===== src/rtl/ama_riscv_trace_buffer.sv =====
// Commit trace buffer: captures one record per retired instruction into a
// first-word-fall-through FIFO, drains it over valid/ready, and keeps
// saturating event counters plus a sticky overflow flag.
module ama_riscv_trace_buffer #(
  parameter int DEPTH      = 16,
  parameter int ARCH_WIDTH = 32,
  parameter int INST_WIDTH = 32,
  parameter int CNT_W      = 32
) (
  input  logic                    clk,
  input  logic                    rst,
  input  logic                    clr,
  input  logic                    in_valid,
  input  logic [INST_WIDTH-1:0]   in_inst,
  input  logic [ARCH_WIDTH-1:0]   in_pc,
  input  logic                    in_branch_inst,
  input  logic                    in_branch_taken,
  input  logic [ARCH_WIDTH-1:0]   in_dmem_addr,
  input  logic [3:0]              in_dmem_size,
  output logic                    out_valid,
  input  logic                    out_ready,
  output logic [CNT_W-1:0]        out_seq,
  output logic [INST_WIDTH-1:0]   out_inst,
  output logic [ARCH_WIDTH-1:0]   out_pc,
  output logic [ARCH_WIDTH-1:0]   out_dmem_addr,
  output logic [3:0]              out_dmem_size,
  output logic                    out_branch_inst,
  output logic                    out_branch_taken,
  output logic [CNT_W-1:0]        cnt_retired,
  output logic [CNT_W-1:0]        cnt_branch,
  output logic [CNT_W-1:0]        cnt_taken,
  output logic [CNT_W-1:0]        cnt_load,
  output logic [CNT_W-1:0]        cnt_store,
  output logic [CNT_W-1:0]        cnt_dropped,
  output logic                    overflow,
  output logic [$clog2(DEPTH):0]  level
);

  localparam int PW = $clog2(DEPTH);
  localparam int LW = PW + 1;

  typedef struct packed {
    logic [INST_WIDTH-1:0] inst;
    logic [ARCH_WIDTH-1:0] pc;
    logic                  br;
    logic                  tk;
    logic [ARCH_WIDTH-1:0] addr;
    logic [3:0]            size;
    logic [CNT_W-1:0]      seq;
  } rec_t;

  rec_t mem_q [DEPTH];

  logic [PW-1:0]    wr_ptr_q, wr_ptr_d, rd_ptr_q, rd_ptr_d;
  logic [LW-1:0]    level_q, level_d;
  logic [CNT_W-1:0] seq_q, seq_d;
  logic [CNT_W-1:0] ret_q, ret_d, br_q, br_d, tk_q, tk_d;
  logic [CNT_W-1:0] ld_q, ld_d, st_q, st_d, drop_q, drop_d;
  logic             ovf_q, ovf_d;

  logic full, pop, push, drop, is_load, is_store;
  rec_t rec_in, head;

  // Counters stick at all-ones rather than wrapping.
  function automatic logic [CNT_W-1:0] sat_inc(input logic [CNT_W-1:0] c,
                                               input logic en);
    return (en && (c != '1)) ? c + CNT_W'(1) : c;
  endfunction

  assign full      = (level_q == LW'(DEPTH));
  assign out_valid = (level_q != '0);
  assign pop       = out_valid && out_ready;
  assign push      = in_valid && (!full || pop);
  assign drop      = in_valid && full && !pop;
  assign is_load   = (in_dmem_size < 4'd4);
  assign is_store  = (in_dmem_size[3:2] == 2'b01);

  assign rec_in = '{inst: in_inst, pc: in_pc, br: in_branch_inst,
                    tk: in_branch_taken, addr: in_dmem_addr,
                    size: in_dmem_size, seq: seq_q};

  assign head             = mem_q[rd_ptr_q];
  assign out_seq          = head.seq;
  assign out_inst         = head.inst;
  assign out_pc           = head.pc;
  assign out_dmem_addr    = head.addr;
  assign out_dmem_size    = head.size;
  assign out_branch_inst  = head.br;
  assign out_branch_taken = head.tk;

  assign cnt_retired = ret_q;
  assign cnt_branch  = br_q;
  assign cnt_taken   = tk_q;
  assign cnt_load    = ld_q;
  assign cnt_store   = st_q;
  assign cnt_dropped = drop_q;
  assign overflow    = ovf_q;
  assign level       = level_q;

  // Next-state: clr wins over everything; otherwise pointers, occupancy,
  // sequence number and event counters advance on push/pop/retire.
  always_comb begin
    wr_ptr_d = wr_ptr_q;
    rd_ptr_d = rd_ptr_q;
    level_d  = level_q;
    seq_d    = seq_q;
    ret_d    = ret_q;
    br_d     = br_q;
    tk_d     = tk_q;
    ld_d     = ld_q;
    st_d     = st_q;
    drop_d   = drop_q;
    ovf_d    = ovf_q;
    if (clr) begin
      wr_ptr_d = '0;
      rd_ptr_d = '0;
      level_d  = '0;
      seq_d    = '0;
      ret_d    = '0;
      br_d     = '0;
      tk_d     = '0;
      ld_d     = '0;
      st_d     = '0;
      drop_d   = '0;
      ovf_d    = 1'b0;
    end else begin
      if (push) wr_ptr_d = wr_ptr_q + PW'(1);
      if (pop)  rd_ptr_d = rd_ptr_q + PW'(1);
      case ({push, pop})
        2'b10:   level_d = level_q + LW'(1);
        2'b01:   level_d = level_q - LW'(1);
        default: level_d = level_q;
      endcase
      if (in_valid) seq_d = seq_q + CNT_W'(1);
      ret_d  = sat_inc(ret_q,  in_valid);
      br_d   = sat_inc(br_q,   in_valid && in_branch_inst);
      tk_d   = sat_inc(tk_q,   in_valid && in_branch_inst && in_branch_taken);
      ld_d   = sat_inc(ld_q,   in_valid && is_load);
      st_d   = sat_inc(st_q,   in_valid && is_store);
      drop_d = sat_inc(drop_q, drop);
      if (drop) ovf_d = 1'b1;
    end
  end

  // Control state register with asynchronous reset.
  always_ff @(posedge clk or posedge rst) begin
    if (rst) begin
      wr_ptr_q <= '0;
      rd_ptr_q <= '0;
      level_q  <= '0;
      seq_q    <= '0;
      ret_q    <= '0;
      br_q     <= '0;
      tk_q     <= '0;
      ld_q     <= '0;
      st_q     <= '0;
      drop_q   <= '0;
      ovf_q    <= 1'b0;
    end else begin
      wr_ptr_q <= wr_ptr_d;
      rd_ptr_q <= rd_ptr_d;
      level_q  <= level_d;
      seq_q    <= seq_d;
      ret_q    <= ret_d;
      br_q     <= br_d;
      tk_q     <= tk_d;
      ld_q     <= ld_d;
      st_q     <= st_d;
      drop_q   <= drop_d;
      ovf_q    <= ovf_d;
    end
  end

  // Record storage, deliberately left unreset; only valid entries are read.
  always_ff @(posedge clk) begin
    if (push && !clr) mem_q[wr_ptr_q] <= rec_in;
  end

endmodule


===== config.mk =====
export PLATFORM = sky130hd
export DESIGN_NAME = ama_riscv_trace_buffer
export DESIGN_NICKNAME = d
export VERILOG_FILES = /design/src/rtl/ama_riscv_trace_buffer.sv
export SDC_FILE = /design/constraint.sdc
export NUM_CORES = 2
export LEC_CHECK = 0
export BUFFER_PORTS_ARGS = -buffer_cell sky130_fd_sc_hd__clkbuf_2
export CAP_MARGIN = 10
export CORE_MARGIN = 8
export CORE_UTILIZATION = 50
export CTS_CLUSTER_DIAMETER = 40
export DETAILED_ROUTE_END_ITERATION = 10
export GPL_ROUTABILITY_DRIVEN = 0
export HOLD_SLACK_MARGIN = 0.15
export PLACE_DENSITY = 0.66
export RECOVER_POWER = 50
export SYNTH_ARGS = -nofsm -noshare
export SYNTH_HDL_FRONTEND = slang
export SYNTH_SLANG_ARGS = --single-unit

===== constraint.sdc =====
create_clock -name clk -period 8.2 [get_ports clk]
set_input_delay 0.41 -clock clk [delete_from_list [all_inputs] [get_ports clk]]
set_output_delay 0.41 -clock clk [all_outputs]
set_load 0.02 [all_outputs]

==> impl_metrics.prom <==
# TYPE chip_impl_metric gauge
chip_impl_metric{name="hold-worst-slack",unit="ps"} 537
chip_impl_metric{name="post_synthesis_xor_xnor_area_fraction",unit="%"} 0.656
chip_impl_metric{name="fin_setup_tns",unit="ps"} 0
chip_impl_info{name="worst_setup_path_start_kind",value="input pin"} 1
chip_impl_metric{name="io_pins",unit=""} 440
chip_impl_metric{name="dr.first_iter.drc_count",unit=""} 4070
chip_impl_metric{name="row_count",unit=""} 158
chip_impl_metric{name="detailed_route_via_count",unit=""} 47900
chip_impl_metric{name="fin_skew",unit="ps"} 95.5
chip_impl_metric{name="synth_async_sr_flop_share",unit="%"} 9.99
chip_impl_metric{name="grt_antenna_before_repair",unit=""} 4
chip_impl_metric{name="max_cap_violations",unit=""} 1
chip_impl_info{name="outcome",value="finished with violations"} 1
chip_impl_metric{name="floorplan.die_area",unit="mm2"} 0.201
chip_impl_metric{name="synth.avg_cell_area",unit="um2"} 21.0
chip_impl_info{name="failed_checks",value="max-capacitance violations, max-slew violations"} 1
chip_impl_metric{name="layoutNonFillerInstCount",unit=""} 7897
chip_impl_metric{name="via_count_of_the_first_global_routing_pass",unit=""} 49500
chip_impl_metric{name="clkSlewWorstSetupHoldPaths",unit="ps"} 50
chip_impl_metric{name="yosys_synthesis_warning_count",unit=""} 0
chip_impl_metric{name="fp.dieW",unit="um"} 448
chip_impl_metric{name="numPortBuffers",unit=""} 439
chip_impl_metric{name="tritoncts.num_buffers",unit=""} 328
chip_impl_metric{name="setup_viol_count_final",unit=""} 0
chip_impl_metric{name="clkSinkCount",unit=""} 2382
chip_impl_metric{name="post_cts.repair.setup_buffers",unit=""} 0
chip_impl_metric{name="syn_area",unit="mm2"} 0.0934
chip_impl_metric{name="finish.net_count",unit=""} 5294
chip_impl_metric{name="cts_hold_buf",unit=""} 107
chip_impl_metric{name="drive_gt1_share",unit="%"} 27.9
chip_impl_info{name="clock_tree_from_tritoncts",value="yes"} 1
chip_impl_metric{name="yosys.area_share.adder",unit="%"} 0.188
chip_impl_info{name="worst_hold_path_type",value="input pin to flop"} 1
chip_impl_info{name="clock_root_buffer",value="clkbuf_16"} 1
chip_impl_metric{name="avgRoutedWirePerCell",unit="um"} 28.0
chip_impl_info{name="criticalPathCategory",value="input pin to async pin"} 1
chip_impl_metric{name="dp_cells",unit=""} 7216
chip_impl_metric{name="drc_errors",unit=""} 0
chip_impl_metric{name="cp.arrival",unit="ps"} 4560
chip_impl_metric{name="fillers",unit=""} 13300
chip_impl_metric{name="timing.fmax",unit="GHz"} 0.185
chip_impl_metric{name="grt_overflow_total",unit=""} 0
chip_impl_metric{name="synth_seq_cells",unit=""} 2382
chip_impl_info{name="combinational_family_with_the_most_area_after_synthesis",value="multiplexers"} 1
chip_impl_metric{name="clock_path_buffers",unit=""} 4
chip_impl_metric{name="synthMuxAreaShare",unit="%"} 16.4
chip_impl_metric{name="final_antenna_net_count",unit=""} 0
chip_impl_metric{name="coreArea",unit="mm2"} 0.185
chip_impl_metric{name="ctsResizeCount",unit=""} 0
chip_impl_metric{name="hold_violations",unit=""} 0
chip_impl_info{name="setup.worst_path.end_class",value="async pin"} 1
chip_impl_metric{name="synth_simple_gate_area_share",unit="%"} 4.34
chip_impl_metric{name="worst_slew_pin_slew",unit="ps"} 6090
chip_impl_metric{name="p_per_area",unit="mW/mm2"} 292
chip_impl_metric{name="critical_path_required",unit="ps"} 7350
chip_impl_metric{name="largest_net_degree_at_the_start_of_global_routing",unit=""} 190
chip_impl_metric{name="timing.max_slew.rel_slack",unit="%"} -306
chip_impl_metric{name="syn-instance-count",unit=""} 4443
chip_impl_metric{name="synth-edff-count",unit=""} 2144
chip_impl_metric{name="worstSkewPairLatency",unit="ps"} 930
chip_impl_metric{name="timing.critical_path.fanout_max",unit=""} 129
chip_impl_metric{name="wl",unit="um"} 221000
chip_impl_metric{name="final.min_clock_period",unit="ps"} 5400
chip_impl_metric{name="firstDrtPassIters",unit=""} 5
chip_impl_metric{name="ys_types",unit=""} 65
chip_impl_info{name="ys.flop_type",value="edfxtp_1"} 1
chip_impl_metric{name="initial_core_util",unit="%"} 50.4
chip_impl_metric{name="syn-num-nets",unit=""} 4564
chip_impl_metric{name="slew_viol_final",unit=""} 130
chip_impl_metric{name="hpwl",unit="um"} 115000
chip_impl_metric{name="avgViaCountPerCell",unit=""} 6.07
chip_impl_metric{name="chipHeight",unit="um"} 448
chip_impl_info{name="rsz0062_at_grt",value="false"} 1
chip_impl_metric{name="grt_usage",unit="%"} 21.9
chip_impl_metric{name="ys_seq_area_share",unit="%"} 75.3
chip_impl_metric{name="antenna_cells_inserted",unit=""} 0
chip_impl_metric{name="leakage",unit="nW"} 35.2
chip_impl_metric{name="post-route-period-util",unit="%"} 65.9
chip_impl_metric{name="global_route_wire_length_before_repair",unit="um"} 329000
chip_impl_metric{name="layout-area-overhead-vs-synth",unit="%"} 18.1
chip_impl_metric{name="cts_htree_levels",unit=""} 5
chip_impl_metric{name="power.ir.vdd_worst",unit="mV"} 0.218
chip_impl_metric{name="synth-compound-area-share",unit="%"} 2.08
metal layers:
| metal | share of wire, % | track usage, % | vias to the layer above | wire length (um) |
|---|---|---|---|---|
| met4 | 2.0 | 5.13 | 0 | 4380 |
| met3 | 7.3 | 4.81 | 342 | 16000 |
| met5 | 0 | 0 | - | 0 |
| met2 | 51 | 36.8 | 1716 | 112000 |
| met1 | 40 | 29.7 | 25600 | 88100 |
| li1 | - | - | 20200 | - |
worst max-delay path, stage by stage:
cell,delay (ps)
dlygate4sd3_1,530
clkbuf_2,110
clkinvlp_2,3270
cells in the final DEF (no fill, tap or decap), drive strengths merged, types with 5 or more instances in the layout:
cell         netlist  routed
a211oi             9       9
a21oi            135     135
and2              16      16
and3              27      27
and4              27      27
buf               84      73
bufinv             0      35
clkbuf           136     813
clkinv             0      87
clkinvlp           0      34
dfrtp            238     238
dlygate4sd3        0     107
edfxtp          2144    2144
ha                14      14
inv               29      74
mux2              19      19
mux2i             11      11
mux4             665     665
nand2            103     103
nand2b             8       8
nand3             70      70
nand3b             5       5
nand4             67      67
nor2             147     147
nor2b             29      29
nor3              26      26
nor3b              5       5
nor4              33      33
o2111ai            7       7
o21ai             68      68
o31a               6       6
o31ai             67      67
or2                7       7
or3               58      58
or4               78      78
xnor2             24      24
xor2              46      46
state kept, by name, summed over array words and instances (netlist names), 4 cells and up:
signal / count
level: 5
mem_q: 2144
wr_ptr_q: 4
cnt_retired: 32
rd_ptr_q: 4
cnt_dropped: 32
seq_q: 32
cnt_load: 32
cnt_taken: 32
cnt_store: 32
cnt_branch: 32
cell usage after synthesis (all sizes together), types with 33 or more instances:
cell type,count,share of area (%)
a21oi,135,0.72
buf,84,0.38
clkbuf,136,0.55
dfrtp,238,6.4
edfxtp,2144,69
mux4,665,16
nand2,103,0.41
nand3,70,0.38
nand4,67,0.47
nor2,147,0.60
nor4,33,0.30
o21ai,68,0.37
o31ai,67,0.55
or3,58,0.39
or4,78,0.63
xor2,46,0.43
final timing paths:
| kind | cells after the start | slack, ps | end | startpoint |
|---|---|---|---|---|
| worst max register to register | 6 | 4300 | mem_q[1][59]$_DFFE_PP_ | level[2]$_DFFE_PP0P_ |
| worst min-delay path | 2 | 540 | mem_q[0][114]$_DFFE_PP_ | in_inst[12] |
| worst min register to register | 1 | 540 | cnt_load[6]$_DFFE_PP0P_ | cnt_load[6]$_DFFE_PP0P_ |
| min in group asynchronous | 3 | 1860 | cnt_store[21]$_DFFE_PP0P_ | rst |
| max in group clk | 5 | 3320 | out_dmem_addr[22] | rd_ptr_q[0]$_DFFE_PP0P_ |
| worst max-delay path | 3 | 2800 | rd_ptr_q[3]$_DFFE_PP0P_ | rst |
kinds of logic after synthesis:
| family | Yosys count |
|---|---|
| flops | 2382 |
| simple gates | 716 |
| mux | 695 |
| compound gates | 317 |
| buf+inv | 249 |
| xor+xnor | 70 |
| fa+ha+maj | 14 |
metrics by stage:
stage	util (%)	setup WS [ps]	power (mW)	cell area, um2
5_1_grt	59.5	1730	33.3	110000
3_3_place_gp	53.2	4160	18.6	98700
4_1_cts	59.6	3200	32.6	111000
3_5_place_dp	53.2	4160	18.7	98700
2_1_floorplan	-	692	17.3	93400
6_report	59.5	2800	32.2	110000
layout make-up:
type                       instances  area, um2  area share (%)
timing repair buffer             620       3700            3.36
clock buffer                     373       8490            7.70
multi-input combinational       1812      22200            20.1
inverter                          29        110          0.0999
sequential                      2382      70400            63.8
clock inverter                   201       2300            2.08
tap                             2480       3100            2.81
report_power, final:
group / switching, mW / leakage, nW / internal [mW]
Combinational: 2.48 / 7.18 / 2.35
Clock: 5.27 / 5.19 / 8.62
Sequential: 0.128 / 22.8 / 13.3
Total: 7.88 / 35.2 / 24.3
Power figures use the tool's default switching activity.
